==> src/rtl/control_contador_pkg.sv <==
`default_nettype none
// ============================================================================
// Module      : control_contador_pkg
// Description : Shared state encoding, datapath width, button indices and
//               clear > load > step arbitration for the button-driven counter.
// Revision    : 1.0 - initial release
// ============================================================================
package control_contador_pkg;

    localparam int C_ANCHO = 8;

    typedef enum logic [1:0] {
        ST_IDLE   = 2'd0,
        ST_ESPERA = 2'd1,
        ST_REPITE = 2'd2
    } estado_t;

    typedef enum logic {
        DIR_UP   = 1'b0,
        DIR_DOWN = 1'b1
    } dir_t;

    // Higher value wins when several requests arrive in the same cycle
    localparam logic [1:0] C_PRIO_NADA = 2'd0;
    localparam logic [1:0] C_PRIO_PASO = 2'd1;
    localparam logic [1:0] C_PRIO_LOAD = 2'd2;
    localparam logic [1:0] C_PRIO_CLR  = 2'd3;

    localparam int C_BTN_UP   = 0;
    localparam int C_BTN_DOWN = 1;
    localparam int C_BTN_CLR  = 2;
    localparam int C_BTN_LOAD = 3;
    localparam int C_NUM_BTN  = 4;

    function automatic logic [1:0] f_arbitra(input logic clr, input logic load, input logic paso);
        if (clr)
            return C_PRIO_CLR;
        else if (load)
            return C_PRIO_LOAD;
        else if (paso)
            return C_PRIO_PASO;
        else
            return C_PRIO_NADA;
    endfunction

endpackage
`default_nettype wire

==> src/rtl/control_contador_sync.sv <==
`default_nettype none
// ============================================================================
// Module      : flanco_sync
// Description : Two-flop synchronizer with synchronized level and a
//               registered one-cycle rising-edge pulse.
// Revision    : 1.0 - initial release
// ============================================================================
module flanco_sync (
    input  logic iClk,
    input  logic iReset_n,
    input  logic iBoton,
    output logic oNivel,
    output logic oFlanco
);

    logic r_meta;
    logic r_sinc;
    logic r_prev;
    logic r_flanco;

    always_ff @(posedge iClk or negedge iReset_n) begin
        if (!iReset_n) begin
            r_meta   <= 1'b0;
            r_sinc   <= 1'b0;
            r_prev   <= 1'b0;
            r_flanco <= 1'b0;
        end else begin
            r_meta   <= iBoton;
            r_sinc   <= r_meta;
            r_prev   <= r_sinc;
            r_flanco <= r_sinc & ~r_prev;
        end
    end

    assign oNivel  = r_sinc;
    assign oFlanco = r_flanco;

endmodule
`default_nettype wire

==> src/rtl/control_contador.sv <==
`default_nettype none
// ============================================================================
// Module      : control_contador
// Description : 8-bit up/down counter driven by buttons, with clear, load and
//               press-and-hold auto-repeat.
// Revision    : 1.0 - initial release
// ============================================================================
module control_contador
    import control_contador_pkg::*;
#(
    parameter int P_RETARDO = 16,
    parameter int P_PERIODO = 4
) (
    input  logic               iClk,
    input  logic               iReset_n,
    input  logic               iBtnUp,
    input  logic               iBtnDown,
    input  logic               iBtnClr,
    input  logic               iLoad,
    input  logic [C_ANCHO-1:0] iDato,
    output logic [C_ANCHO-1:0] oCuenta,
    output logic               oOcupado,
    output logic               oDesborde
);

    localparam logic [C_ANCHO-1:0] C_FIN_RETARDO = C_ANCHO'(P_RETARDO - 1);
    localparam logic [C_ANCHO-1:0] C_FIN_PERIODO = C_ANCHO'(P_PERIODO - 1);

    logic [C_NUM_BTN-1:0] w_boton;
    logic [C_NUM_BTN-1:0] w_nivel;
    logic [C_NUM_BTN-1:0] w_flanco;

    assign w_boton[C_BTN_UP]   = iBtnUp;
    assign w_boton[C_BTN_DOWN] = iBtnDown;
    assign w_boton[C_BTN_CLR]  = iBtnClr;
    assign w_boton[C_BTN_LOAD] = iLoad;

    generate
        for (genvar i = 0; i < C_NUM_BTN; i++) begin : g_sync
            flanco_sync u_sync (
                .iClk    (iClk),
                .iReset_n(iReset_n),
                .iBoton  (w_boton[i]),
                .oNivel  (w_nivel[i]),
                .oFlanco (w_flanco[i])
            );
        end
    endgenerate

    // Clear/load only act on their edge; their levels have no consumer
    logic w_unusedNivel;
    assign w_unusedNivel = w_nivel[C_BTN_CLR] ^ w_nivel[C_BTN_LOAD];

    estado_t            r_estado, w_estadoSig;
    dir_t               r_dir, w_dirSig;
    logic [C_ANCHO-1:0] r_cnt, w_cntSig;
    logic [C_ANCHO-1:0] r_cuenta, w_cuentaSig;
    logic               r_desborde, w_desbordeSig;
    logic               r_ocupado;
    logic               w_paso;
    logic               w_nivelDir;
    logic [1:0]         w_prio;

    assign w_prio     = f_arbitra(w_flanco[C_BTN_CLR], w_flanco[C_BTN_LOAD],
                                  w_flanco[C_BTN_UP] | w_flanco[C_BTN_DOWN]);
    assign w_nivelDir = (r_dir == DIR_UP) ? w_nivel[C_BTN_UP] : w_nivel[C_BTN_DOWN];

    always_ff @(posedge iClk or negedge iReset_n) begin
        if (!iReset_n) begin
            r_estado   <= ST_IDLE;
            r_dir      <= DIR_UP;
            r_cnt      <= '0;
            r_cuenta   <= '0;
            r_desborde <= 1'b0;
            r_ocupado  <= 1'b0;
        end else begin
            r_estado   <= w_estadoSig;
            r_dir      <= w_dirSig;
            r_cnt      <= w_cntSig;
            r_cuenta   <= w_cuentaSig;
            r_desborde <= w_desbordeSig;
            r_ocupado  <= (w_estadoSig != ST_IDLE);
        end
    end

    always_comb begin
        w_estadoSig   = r_estado;
        w_dirSig      = r_dir;
        w_cntSig      = r_cnt;
        w_cuentaSig   = r_cuenta;
        w_desbordeSig = 1'b0;
        w_paso        = 1'b0;

        if (w_prio == C_PRIO_CLR) begin
            w_cuentaSig = '0;
            w_estadoSig = ST_IDLE;
            w_cntSig    = '0;
        end else if (w_prio == C_PRIO_LOAD) begin
            w_cuentaSig = iDato;
            w_estadoSig = ST_IDLE;
            w_cntSig    = '0;
        end else begin
            case (r_estado)
                ST_IDLE: begin
                    // Up and down together cancel out
                    if (w_flanco[C_BTN_UP] ^ w_flanco[C_BTN_DOWN]) begin
                        w_paso      = 1'b1;
                        w_dirSig    = w_flanco[C_BTN_DOWN] ? DIR_DOWN : DIR_UP;
                        w_cntSig    = '0;
                        w_estadoSig = ST_ESPERA;
                    end
                end
                ST_ESPERA: begin
                    if (!w_nivelDir) begin
                        w_estadoSig = ST_IDLE;
                        w_cntSig    = '0;
                    end else if (r_cnt == C_FIN_RETARDO) begin
                        w_paso      = 1'b1;
                        w_cntSig    = '0;
                        w_estadoSig = ST_REPITE;
                    end else begin
                        w_cntSig = (r_cnt == '1) ? r_cnt : r_cnt + 1'b1;
                    end
                end
                ST_REPITE: begin
                    if (!w_nivelDir) begin
                        w_estadoSig = ST_IDLE;
                        w_cntSig    = '0;
                    end else if (r_cnt == C_FIN_PERIODO) begin
                        w_paso   = 1'b1;
                        w_cntSig = '0;
                    end else begin
                        w_cntSig = (r_cnt == '1) ? r_cnt : r_cnt + 1'b1;
                    end
                end
                default: begin
                    w_estadoSig = ST_IDLE;
                    w_cntSig    = '0;
                end
            endcase

            // The ninth bit is the carry out (up) or borrow out (down)
            if (w_paso) begin
                if (w_dirSig == DIR_UP)
                    {w_desbordeSig, w_cuentaSig} = {1'b0, r_cuenta} + 9'd1;
                else
                    {w_desbordeSig, w_cuentaSig} = {1'b0, r_cuenta} - 9'd1;
            end
        end
    end

    assign oCuenta   = r_cuenta;
    assign oOcupado  = r_ocupado;
    assign oDesborde = r_desborde;

endmodule
`default_nettype wire
==> config.mk <==
export PLATFORM = sky130hd
export DESIGN_NAME = control_contador
export DESIGN_NICKNAME = d
export VERILOG_FILES = /design/src/rtl/control_contador_pkg.sv /design/src/rtl/control_contador_sync.sv /design/src/rtl/control_contador.sv
export SDC_FILE = /design/constraint.sdc
export NUM_CORES = 1
export LEC_CHECK = 0
export ABC_AREA = 1
export BUFFER_PORTS_ARGS = -buffer_cell sky130_fd_sc_hd__buf_2
export CORE_MARGIN = 3
export CORE_UTILIZATION = 45
export CTS_BUF_LIST = sky130_fd_sc_hd__clkbuf_8
export CTS_CLUSTER_SIZE = 8
export DETAILED_ROUTE_END_ITERATION = 16
export PLACE_DENSITY = 0.73
export SYNTH_ARGS = -nofsm -noshare
export SYNTH_HDL_FRONTEND = slang
export SYNTH_HIERARCHICAL = 1
export SYNTH_SLANG_ARGS = --single-unit
==> constraint.sdc <==
create_clock -name iClk -period 1.7 [get_ports iClk]
set_clock_uncertainty 0.15 [all_clocks]
set_input_delay 0.425 -clock iClk [delete_from_list [all_inputs] [get_ports iClk]]
set_output_delay 0.425 -clock iClk [all_outputs]
set_load 0.01 [all_outputs]
Yosys cells after proc, flatten, opt, wreduce, memory -nomap -nowiden
Index checks and enable logic that the tools add are counted.

word-level totals
  bits in registers = 37
  output and inout port bits = 10

cells by class
  $add $sub $neg = 3
  muxes and demuxes = 41
  eq/ne operators = 8
  bitwise logic cells = 12
  reduce and logical (&&, ||, !) cells = 4

operators by type and width
  kind                   count
  $mux W8                12
  $pmux W8 S3            1
  $mux W1                18
  $mux W2                8
  $add A8 B1 Y9 const B  1
  $sub A8 B1 Y9 const B  1
  $add A8 B1 Y8 const B  1
  $eq A8 B2 Y1 const B   1
  $eq A8 B4 Y1 const B   1
  $eq A8 B8 Y1 const B   1
  $eq A2 B2 Y1 const B   3
  $not A1 Y1             6
  $pmux W2 S3            1
  $and A1 B1 Y1          4
  $ne A4 B4 Y1 const B   1
  $pmux W1 S3            1
  $reduce_bool A3 Y1     1
  $eq A2 B1 Y1 const B   1
  $logic_not A2 Y1       1
  $reduce_and A2 Y1      1
  $reduce_bool A2 Y1     1
  $or A1 B1 Y1           1
  $xor A1 B1 Y1          1

Longest topological paths before layout
Gate-level depths: netlist of the first run.

  depth after elaboration = 11
  gate-level depth with buffers = 13
  mapped depth without buffers = 13

By module
The synthesis of the first run kept the hierarchy.

modules (own cells, without submodules)
  module            sequential area each (µm²)  instances  area an instance (µm²)  cells each
  control_contador  525.5                       1          1587.8                  236
  flanco_sync       100.1                       4          110.1                   6

Worst setup path after synthesis of the first run
No wires, ideal clock.

  path kind = reg-to-reg
  from = register r_estado[0]
  to = register r_cuenta[3], in the netlist oCuenta[3]
  stages on the path, launching flop included = 14
  path slack = 0.039 ns
  period minus slack after synthesis = 1.661 ns
  data required time = 1.433 ns
  data arrival time = 1.394 ns
  setup time = 0.117 ns
  path buffers = 0
  cells stage by stage = dfrtp_1 inv_1 ha_1 nand2_1 nand2_2 nand2_4 inv_4 nand2_1 o21ai_0 nand2_1 nand3_1 nand2_1 nand2_1 nand2_1

between the ends
  word-level cells in the longest chain between the ends = 8
  elaborated cells on any way between the ends = 14

ends and longest elaborated chain
  element                 line                     RTL
  start, declared         control_contador.sv:54   estado_t r_estado, w_estadoSig;
  start signal, assigned  control_contador.sv:77   r_estado <= w_estadoSig;
  $logic_not A2 Y1        control_contador.sv:103  case (r_estado)
  $mux W1                 control_contador.sv:103
  $mux W1                 control_contador.sv:98   end else if (w_prio == C_PRIO_LOAD) begin
  $mux W1                 control_contador.sv:94   if (w_prio == C_PRIO_CLR) begin
  $mux W8                 control_contador.sv:144  if (w_dirSig == DIR_UP)
  $mux W8                 control_contador.sv:143  if (w_paso) begin
  $mux W8                 control_contador.sv:98
  $mux W8                 control_contador.sv:94
  end signal, assigned    control_contador.sv:80   r_cuenta <= w_cuentaSig;
  end, declared           control_contador.sv:57   logic [C_ANCHO-1:0] r_cuenta, w_cuentaSig;

Parallel ways exist; a longest one is shown, timed or not. The select of a mux whose other input is x is not followed.
A chain may end at the register's enable or synchronous reset.

Worst setup path in the final report of the first run
  from = register g_sync[1].u_sync.r_flanco
  to = register r_cuenta[7], in the netlist oCuenta[7]

between the ends
  word-level cells in the longest chain between the ends = 9
  elaborated cells on any way between the ends = 21

ends and longest elaborated chain
  element                                          line                                              RTL
  start, declared                                  control_contador_sync.sv:19                       logic r_flanco;
  start signal, assigned                           control_contador_sync.sv:31                       r_flanco <= r_sinc & ~r_prev;
  $mux W1 / $xor A1 B1 Y1 (equally long branches)  control_contador.sv:108, control_contador.sv:106
  $mux W1                                          control_contador.sv:106                           if (w_flanco[C_BTN_UP] ^ w_flanco[C_BTN_DOWN]) begin
  $mux W1                                          control_contador.sv:103
  $mux W1                                          control_contador.sv:98
  $mux W1                                          control_contador.sv:94
  $mux W8                                          control_contador.sv:144
  $mux W8                                          control_contador.sv:143
  $mux W8                                          control_contador.sv:98
  $mux W8                                          control_contador.sv:94

Parallel ways exist; a longest one is shown, timed or not. The select of a mux whose other input is x is not followed.

==> results of run 1 <==
## layer usage
layer  global-route usage, %  wire length, µm
met5                       0                0
met4                   7.582               97
met3                   3.168              206
met2                   28.40             2305
met1                   25.63             2283
## final cells by class
| cell class | instances | area (µm²) |
|---|---|---|
| Multi-Input combinational cell | 190 | 1181 |
| Clock buffer | 6 | 82.58 |
| Timing Repair Buffer | 41 | 265.3 |
| Sequential cell | 37 | 925.9 |
| Clock inverter | 2 | 37.54 |
| Fill cell | 330 | 1479 |
| Timing Repair inverter | 1 | 6.256 |
| Inverter | 34 | 132.6 |
| Tap cell | 50 | 62.56 |
## logic make-up (layout without fill, tap and decap cells)
| kind of cell | count (synthesis) | count (layout) | synth area share (%) |
|---|---|---|---|
| simple gates | 141 | 143 | 31.40 |
| mux | 1 | 1 | 0.4935 |
| buf+inv | 35 | 84 | 6.601 |
| flops | 37 | 37 | 45.65 |
| compound gates | 34 | 34 | 9.191 |
| xor+xnor | 4 | 4 | 1.728 |
| fa+ha+maj | 8 | 8 | 4.935 |
## flip-flops by register name, summed over array words and instances (netlist names)
register	cells
g_sync.u_sync/oFlanco	4
g_sync.u_sync/r_prev	4
r_dir	1
r_estado	2
oDesborde	1
g_sync.u_sync/oNivel	4
oOcupado	1
r_cnt	8
oCuenta	8
g_sync.u_sync/r_meta	4
## worst max-delay path, delay by kind of cell, from the launching register on
family                     cells  cell delay [ns]
adders and majority gates      1             0.30
buffers and inverters          2             0.13
and+or+nand+nor               10             0.64
DFF                            1             0.37
## per-stage QoR
| stage | util (%) | setup slack [ns] |
|---|---|---|
| 6_report | 64.56 | -0.002198 |
| 5_1_grt | 64.56 | -0.1192 |
| 4_1_cts | 60.51 | 0.007250 |
| 3_5_place_dp | 55.95 | -0.03560 |
| 3_3_place_gp | 55.95 | 0.007143 |
| 2_1_floorplan | - | 0.03916 |
## synth_stat cells
master	count	area share [%]
nand3b_1	1	0.37
o21ai_1	9	2.2
nor2_1	23	4.3
nor2_4	1	0.56
nand3_2	1	0.49
mux2i_1	1	0.49
ha_1	8	4.9
xor2_1	3	1.3
nor2_2	5	1.5
nand2_1	74	14
nand2_4	3	1.7
o22ai_1	4	1.2
o21ai_0	10	2.5
nand2_2	4	1.2
nand4_1	1	0.31
inv_1	32	5.9
buf_1	1	0.18
dfrtp_1	37	46
nor3_2	1	0.49
o211ai_1	2	0.74
nor3b_1	1	0.37
inv_2	1	0.18
o21bai_1	1	0.37
a31o_2	1	0.43
nand3_1	26	6.4
a21oi_1	7	1.7
inv_4	1	0.31
xnor2_1	1	0.43
## timing repair
| item | CTS | global route |
|---|---|---|
| endpoints found under the setup margin | 9 | 18 |
| buffers inserted | 1 | 0 |
| resized for setup | 11 | 33 |
| endpoints found under the hold margin | 37 | 0 |
| pin swaps | 1 | 13 |
| cloned | 2 | 1 |
| hold buffers | 1 | 0 |
## power by group
group          internal [µW]  leakage, µW  switching [µW]  total [µW]
clock network            477    0.0000574             327         804
registers                989     0.000473             138        1130
logic                    407     0.000789             596        1000
total                   1870      0.00132            1060        2930
## worst paths after layout
| kind | to | slack, ns | depth (start not counted) | start |
|---|---|---|---|---|
| max reg2reg | oCuenta[7]$_DFFE_PN0P_ | -0.002 | 13 | g_sync[1].u_sync/oFlanco$_DFF_PN0_ |
| min reg2reg | g_sync[1].u_sync/oNivel$_DFF_PN0_ | 0.20 | 0 | g_sync[1].u_sync/r_meta$_DFF_PN0_ |
| min in group asynchronous | r_cnt[7]$_DFFE_PN0P_ | 0.47 | 3 | iReset_n |
| min | g_sync[2].u_sync/r_meta$_DFF_PN0_ | 0.09 | 1 | iBtnClr |
| max | oCuenta[7]$_DFFE_PN0P_ | -0.002 | 13 | g_sync[1].u_sync/oFlanco$_DFF_PN0_ |
| max in group asynchronous | g_sync[0].u_sync/oFlanco$_DFF_PN0_ | 0.74 | 3 | iReset_n |
==> out/metrics.csv, run 1 <==
stage,metric,value,unit
timing,fin_tns_setup,-0.004235,ns
place,placed_area,2335,µm²
job,max_cap_violations,0,
final_layout,fin_cells,361,
run_status,violations,negative setup slack,
timing,setup_viol,2,
final_layout,final_cell_area,2694,µm²
clocking,cts-root-buf,clkbuf_8,
grt,grt_pass1_wl,7686,µm
clocking,numCtsBuffers,5,
grt,antenna_found_initial,0,
detailed_routing,drtIter0Drc,199,
die,chipWidth,73.14,µm
synth,synth_cells,260,
final_layout,drive_gt1_share,30.55,%
grt,overflow,0,
critical_path,cp-start-kind,register,
critical_path,path_class,register to register,
power,finalPower,2933,µW
die,io_pins,24,
place,portBuffers,23,
detailed_routing,via_per_inst,5.078,
place,gp_congestion,0.8783,
final_layout,finalNetCount,332,
final_layout,area_growth,32.82,%
clocking,h-tree-depth,2,
final_layout,final_common_cell,nand2_1,
die,core,4173,µm²
timing,whs,0.09331,ns
clocking,cts_tree,yes,
die,design.die.area,5349,µm²
synth,yosysWarnings,6,
power,ir_worst_vdd,0.6201,mV
critical_path,slowest_stage,dfrtp_1,
place,place_hpwl,2944,µm
critical_path,cpPeakStageDelay,0.37,ns
place,placedCellCount,348,
detailed_routing,totalWireLength,4892,µm
timing,rsz0062_at_grt,true,
detailed_routing,first_pass_iters,4,
timing,hold_violations,0,
detailed_routing,ant_nets,0,
synth,ys_seq_area_share,45.65,%
timing,finalMaxSlewViolations,0,
die,initial_core_util,48.61,%
synth,synth_nets,282,
timing,timing.fmax,0.5875,GHz
critical_path,crit_top_cell,nand2_1,
synth,synth_area,2028,µm²
clocking,clock_latency,0.29,ns
synth,syn_avg_cell_area,7.801,µm²
critical_path,critPathArrivalTime,1.74,ns
final_layout,mostFrequentLayoutCells,"71 x nand2_1, 37 x dfrtp_1, 28 x inv_1, 23 x buf_2",
die,fp-row-count,23,
detailed_routing,vias,1833,
final_layout,antenna-diode-count,0,
critical_path,crit_chain,inv_2 > ha_4 > nand2_4 > nand2_4 > nand2_8 > inv_6 > nand2_1 > nand3_1 > nand2_1 > nor2_1 > nor2_1 > nand2_1 > nand2_1,
power,power_density,1089,nW/µm²
critical_path,cp.required,1.74,ns
clocking,cts.path.max_buffers,2,
grt,grt_pass1_vias,1718,
die,die_h,73.14,µm
synth,synth_cell_types,28,
timing,worst_slew_pin_slew,0.3201,ns
timing,max_slew_margin,78.43,%
critical_path,endpoint_kind,register,
hold_path,hp-class,input pin to register,
timing,fin_crit,1.702,ns
power,p_leak,0.001319,µW
grt,grt_max_degree,38,
detailed_routing,drc,0,
timing,layout_setup_ws,-0.002198,ns
run_status,status,finished with violations,
critical_path,cp_max_fo,5,
clocking,clkSinkCount,37,
timing,post-route-period-util,100.1,%
detailed_routing,wl_per_cell,13.55,µm
synth,synth-seq-cells,37,
clocking,clkSlewWorstSetupHoldPaths,0.08,ns
grt,grtUsageTotal,18.45,%
Note: power is estimated with default switching activity, not from simulation.
==> inputs of run 2 (changes only) <==
--- a/config.mk
+++ b/config.mk
@@ -8,12 +8,13 @@
 export ABC_AREA = 1
 export BUFFER_PORTS_ARGS = -buffer_cell sky130_fd_sc_hd__buf_2
 export CORE_MARGIN = 3
-export CORE_UTILIZATION = 45
+export CORE_UTILIZATION = 54
 export CTS_BUF_LIST = sky130_fd_sc_hd__clkbuf_8
 export CTS_CLUSTER_SIZE = 8
 export DETAILED_ROUTE_END_ITERATION = 16
-export PLACE_DENSITY = 0.73
+export PLACE_DENSITY = 0.84
 export SYNTH_ARGS = -nofsm -noshare
 export SYNTH_HDL_FRONTEND = slang
 export SYNTH_HIERARCHICAL = 1
 export SYNTH_SLANG_ARGS = --single-unit
+export TNS_END_PERCENT = 20
==> run 2 against run 1 <==
  * The run still ends with negative setup slack left
  * Register-to-register slack got worse by 0.07 ns
  * Critical path type unchanged
  * Cell area up 1.2%
  * First-iteration DRC count rose by 5.5%
==> out/metrics.csv, run 2 (synthesis results as in run 1) <==
stage,metric,value,unit
critical_path,r2r_start,g_sync[1].u_sync/oFlanco$_DFF_PN0_,
clocking,clock_latency,0.30,ns
critical_path,r2r-end,oCuenta[7]$_DFFE_PN0P_,
place,portBuffers,23,
hold_path,hp-class,input pin to async pin,
detailed_routing,drc,0,
job,max_cap_violations,0,
timing,setup_viol,8,
place,place_hpwl,3090,µm
clocking,h-tree-depth,2,
critical_path,r2r_cells,13,
timing,worst_slew_pin_slew,0.4624,ns
power,p_leak,0.001329,µW
final_layout,final_common_cell,nand2_1,
timing,layout_setup_ws,-0.07102,ns
detailed_routing,via_per_inst,5.430,
grt,grtUsageTotal,22.86,%
detailed_routing,first_pass_iters,4,
detailed_routing,wl_per_cell,14.24,µm
run_status,status,finished with violations,
final_layout,fillCellCount,224,
critical_path,endpoint_kind,register,
clocking,clkSlewWorstSetupHoldPaths,0.08,ns
power,finalPower,3012,µW
die,initial_core_util,58.48,%
timing,timing.fmax,0.5646,GHz
detailed_routing,vias,1944,
final_layout,finalNetCount,333,
detailed_routing,ant_nets,0,
clocking,numCtsBuffers,5,
detailed_routing,totalWireLength,5098,µm
clocking,cts-hold-fix-buffers,0,
timing,finalMaxSlewViolations,0,
die,io_pins,24,
critical_path,critPathArrivalTime,1.82,ns
grt,grt_max_degree,38,
die,die_h,67.29,µm
die,core,3468,µm²
power,power_density,1105,nW/µm²
die,design.die.area,4527,µm²
critical_path,r2r_slack,-0.07,ns
power,ir_worst_vdd,0.6992,mV
clocking,cts-root-buf,clkbuf_8,
die,chipWidth,67.29,µm
grt,grt_pass1_wl,7686,µm
final_layout,mostFrequentLayoutCells,"66 x nand2_1, 36 x dfrtp_1, 26 x inv_1, 23 x buf_2, 19 x buf_4",
grt,grt_pass1_vias,1757,
final_layout,antenna-diode-count,0,
detailed_routing,drtIter0Drc,210,
die,fp-row-count,21,
timing,rsz0062_at_grt,true,
timing,post-route-period-util,104.2,%
timing,hold_violations,0,
timing,fin_crit,1.771,ns
critical_path,cp-start-kind,register,
timing,max_slew_margin,69.17,%
critical_path,path_class,register to register,
grt,antenna_found_initial,0,
final_layout,fin_cells,358,
critical_path,cp.required,1.75,ns
clocking,clkSinkCount,37,
critical_path,cp_max_fo,5,
place,gp_congestion,0.9648,
final_layout,area_growth,34.36,%
final_layout,drive_gt1_share,37.50,%
clocking,cts.path.max_buffers,2,
run_status,violations,negative setup slack,
grt,overflow,0,
place,placedCellCount,342,
clocking,cts_tree,yes,
run 2: layout make-up:
type	count	area, µm²	share of cell area [%]
Clock inverter	3	46.29	1.699
Clock buffer	5	68.82	2.525
Timing Repair inverter	1	6.256	0.2296
Sequential cell	37	927.1	34.02
Inverter	34	140.1	5.142
Timing Repair Buffer	42	257.7	9.458
Multi-Input combinational cell	190	1221	44.81
Tap cell	46	57.56	2.112
run 2: critical path, cell delays in order (launching register included):
cell,delay [ns]
dfrtp_1,0.37
inv_2,0.06
ha_4,0.30
nand2_4,0.08
nand2_4,0.10
nand2_8,0.09
clkinv_8,0.07
nand2_4,0.05
nand3_2,0.07
nand2_1,0.05
nor2_1,0.11
nor2_1,0.05
nand2_1,0.06
nand2_1,0.04
run 2: repair_timing:
| action | in CTS | in global routing |
|---|---|---|
| endpoints found under the setup margin | 12 | 19 |
| setup buffers | 3 | 2 |
| cloned | 3 | 0 |
| pin swaps | 4 | 18 |
| gates resized for setup | 16 | 50 |
run 2: through the flow:
stage / setup slack [ns] / util, % / hold slack, ns / area [µm²] / TNS [ns]
finish: -0.07102 / 78.57 / 0.008973 / 2725 / -0.2424
floorplan: 0.03916 / - / -0.02059 / 2028 / 0
global route: -0.1556 / 78.57 / 0.04466 / 2725 / -1.449
CTS: 0.003570 / 72.73 / 0.02857 / 2522 / 0
detailed placement: -0.1124 / 66.38 / 0.1847 / 2302 / -0.3438
global placement: -0.01235 / 66.38 / 0.1829 / 2302 / -0.01235
run 2: worst max-delay path by stage:
stage | startpoint | to | slack (ns) | depth (start not counted)
6_report | g_sync[1].u_sync/oFlanco$_DFF_PN0_ | oCuenta[7]$_DFFE_PN0P_ | -0.07 | 13
5_1_grt | g_sync[1].u_sync/oFlanco$_DFF_PN0_ | oCuenta[3]$_DFFE_PN0P_ | -0.16 | 13
4_1_cts | g_sync[1].u_sync/oFlanco$_DFF_PN0_ | oCuenta[7]$_DFFE_PN0P_ | 0.004 | 13
3_5_place_dp | g_sync[1].u_sync/oFlanco$_DFF_PN0_ | oCuenta[7]$_DFFE_PN0P_ | -0.11 | 13
3_3_place_gp | g_sync[1].u_sync/oFlanco$_DFF_PN0_ | oCuenta[3]$_DFFE_PN0P_ | -0.01 | 13
2_1_floorplan | r_estado[0]$_DFF_PN0_ | oCuenta[3]$_DFFE_PN0P_ | 0.04 | 13
run 2: report_power, final:
group	switching, µW	leakage, µW	internal, µW
Combinational	649	0.000803	449
Clock	338	0.0000543	439
Sequential	147	0.000471	991
run 2: metal layers:
metal	track usage (%)	vias up	part of all wire, %
li1	-	934	-
met2	37.30	71	50
met4	8.861	0	2.7
met1	29.63	923	42
met5	0	-	0
met3	4.992	16	5.9
==> inputs of run 3 (changes only) <==
--- a/config.mk
+++ b/config.mk
@@ -7,12 +7,14 @@
 export LEC_CHECK = 0
 export ABC_AREA = 1
 export BUFFER_PORTS_ARGS = -buffer_cell sky130_fd_sc_hd__buf_2
+export CORE_ASPECT_RATIO = 0.8
 export CORE_MARGIN = 3
 export CORE_UTILIZATION = 54
 export CTS_BUF_LIST = sky130_fd_sc_hd__clkbuf_8
 export CTS_CLUSTER_SIZE = 8
 export DETAILED_ROUTE_END_ITERATION = 16
 export PLACE_DENSITY = 0.84
+export SKIP_CTS_REPAIR_TIMING = 1
 export SYNTH_ARGS = -nofsm -noshare
 export SYNTH_HDL_FRONTEND = slang
 export SYNTH_HIERARCHICAL = 1
==> run 3 against run 2 <==
  * The run still ends with negative setup slack left
  * Fmax barely moved
  * Sequential power about the same
  * Core utilization fell by 7.5 points
  * Power is 11% lower
  * Cell area is 8.2% lower
  * Critical path type unchanged
  * Clock-buffer cell count stayed put
  * First-iteration DRC count decreased by 14%
==> out/metrics.csv, run 3 (synthesis results as in run 1) <==
stage,metric,value,unit
detailed_routing,totalWireLength,4511,µm
hold_path,hp-class,input pin to async pin,
critical_path,cpPeakStageDelay,0.37,ns
timing,layout_setup_ws,-0.07076,ns
die,die_h,60.82,µm
grt,overflow,0,
run_status,violations,negative setup slack,
timing,worst_slew_pin_slew,0.4647,ns
grt,grt_pass1_vias,1522,
die,initial_core_util,57.65,%
detailed_routing,vias,1816,
power,power_density,1076,nW/µm²
die,fp-row-count,19,
grt,grt_max_degree,38,
place,gp_congestion,0.9596,
timing,hold_violations,0,
critical_path,cp-start-kind,register,
clocking,numCtsBuffers,5,
critical_path,critPathArrivalTime,1.81,ns
timing,max_slew_margin,69.02,%
grt,grt_busiest_layer,met2,
critical_path,cp_max_fo,6,
clocking,clkSlewWorstSetupHoldPaths,0.08,ns
die,io_pins,24,
critical_path,slowest_stage,dfrtp_1,
final_layout,mostFrequentLayoutCells,"71 x nand2_1, 37 x dfrtp_1, 29 x inv_1, 25 x nand3_1",
run_status,status,finished with violations,
final_layout,area_growth,23.32,%
clocking,cts_tree,yes,
clocking,h-tree-depth,2,
clocking,clkSinkCount,37,
final_layout,final_cell_area,2501,µm²
final_layout,drive_gt1_share,26.38,%
place,placed_area,2282,µm²
critical_path,crit_chain,inv_2 > ha_4 > nand2_2 > nand2_2 > nand2_4 > buf_6 > buf_4 > xnor2_2 > o21ai_1 > nand2_1 > nand2_1,
power,p_leak,0.001264,µW
clocking,clock_latency,0.30,ns
critical_path,endpoint_kind,register,
place,portBuffers,23,
grt,grt_pass1_wl,6686,µm
grt,grtUsageMet1,28.45,%
die,core,3518,µm²
detailed_routing,wl_per_cell,12.93,µm
place,placedCellCount,336,
place,place_hpwl,3018,µm
detailed_routing,ant_nets,0,
detailed_routing,drtIter0Drc,180,
critical_path,path_class,register to register,
timing,fin_crit,1.771,ns
final_layout,register_area,925.9,µm²
detailed_routing,via_per_inst,5.203,
grt,antenna_found_initial,0,
clocking,cts.path.max_buffers,2,
final_layout,multi_input_area,1055,µm²
detailed_routing,drc,0,
timing,timing.fmax,0.5647,GHz
detailed_routing,first_pass_iters,4,
timing,post-route-period-util,104.2,%
final_layout,final_common_cell,nand2_1,
timing,rsz0062_at_grt,true,
die,chipWidth,74.52,µm
grt,grt_util_met3,4.967,%
final_layout,antenna-diode-count,0,
final_layout,finalNetCount,328,
timing,finalMaxSlewViolations,0,
power,ir_worst_vdd,0.9772,mV
grt,grt_use_met2,29.54,%
critical_path,cp.required,1.74,ns
clocking,cts-root-buf,clkbuf_8,
grt,grtUsageTotal,19.96,%
timing,setup_viol,8,
die,design.die.area,4532,µm²
job,max_cap_violations,0,
final_layout,fin_cells,349,
final_layout,fillCellCount,268,
## run 3: cell types whose count changed in the layout (fill, tap and decap cells not counted), sizes merged
cell,before,now
buf,42,39
bufinv,1,0
clkinv,2,1
inv,34,36
nand2,83,81
## run 3: cell type report
class                   count  share of cell area [%]
multi-input cells         188                   42.17
well taps                  42                   2.101
repair buffers             39                   9.555
clock inverters             3                  0.8504
inverters                  34                   5.303
repair inverters            1                  0.2501
clock buffers               5                   2.751
flip-flops and latches     37                   37.02
## run 3: worst paths after layout
path	start	slack [ns]	cells after the start	endpoint
min reg2reg	g_sync[2].u_sync/r_meta$_DFF_PN0_	0.20	0	g_sync[2].u_sync/oNivel$_DFF_PN0_
max reg2reg	g_sync[1].u_sync/oFlanco$_DFF_PN0_	-0.07	11	oCuenta[1]$_DFFE_PN0P_
min	iReset_n	0.001	2	oCuenta[3]$_DFFE_PN0P_
max in group asynchronous	iReset_n	1.06	2	oCuenta[1]$_DFFE_PN0P_
min in group iClk	iBtnUp	0.08	1	g_sync[0].u_sync/r_meta$_DFF_PN0_
max	g_sync[1].u_sync/oFlanco$_DFF_PN0_	-0.07	11	oCuenta[1]$_DFFE_PN0P_
## run 3: through the flow
stage	power, µW	utilization, %	TNS, ns	worst slack (ns)	hold slack (ns)
2_1_floorplan	1657	-	0	0.03916	-0.02059
3_3_place_gp	1918	64.86	0	0.01708	0.1835
3_5_place_dp	1938	64.86	-0.1617	-0.05702	0.1896
4_1_cts	2570	67.43	-0.2792	-0.07204	0.01333
5_1_grt	2881	71.09	-1.542	-0.1958	0.03318
6_report	2691	71.09	-0.4043	-0.07076	0.001361
## run 3: routing by layer
layer  routed length, µm  vias to the layer above
met1                2064                      811
met2                2090                       73
met3                 285                        9
li1                    -                      923
met5                   0                        -
met4                  70                        0
## run 3: power breakdown
part           total (µW)  internal (µW)  leakage (µW)  switching (µW)
clock network         627            291     0.0000445             337
registers            1120            988      0.000473             136
logic                 939            384      0.000747             555
## run 3: critical path: cells and delay by family (launching register included)
| kind | cells | cell delay (ns) |
|---|---|---|
| XOR/XNOR | 1 | 0.13 |
| flip-flops | 1 | 0.37 |
| AO/OA/AOI/OAI | 1 | 0.07 |
| adder cells (fa/ha/maj) | 1 | 0.27 |
| buffers and inverters | 3 | 0.33 |
| AND/OR/NAND/NOR | 5 | 0.33 |
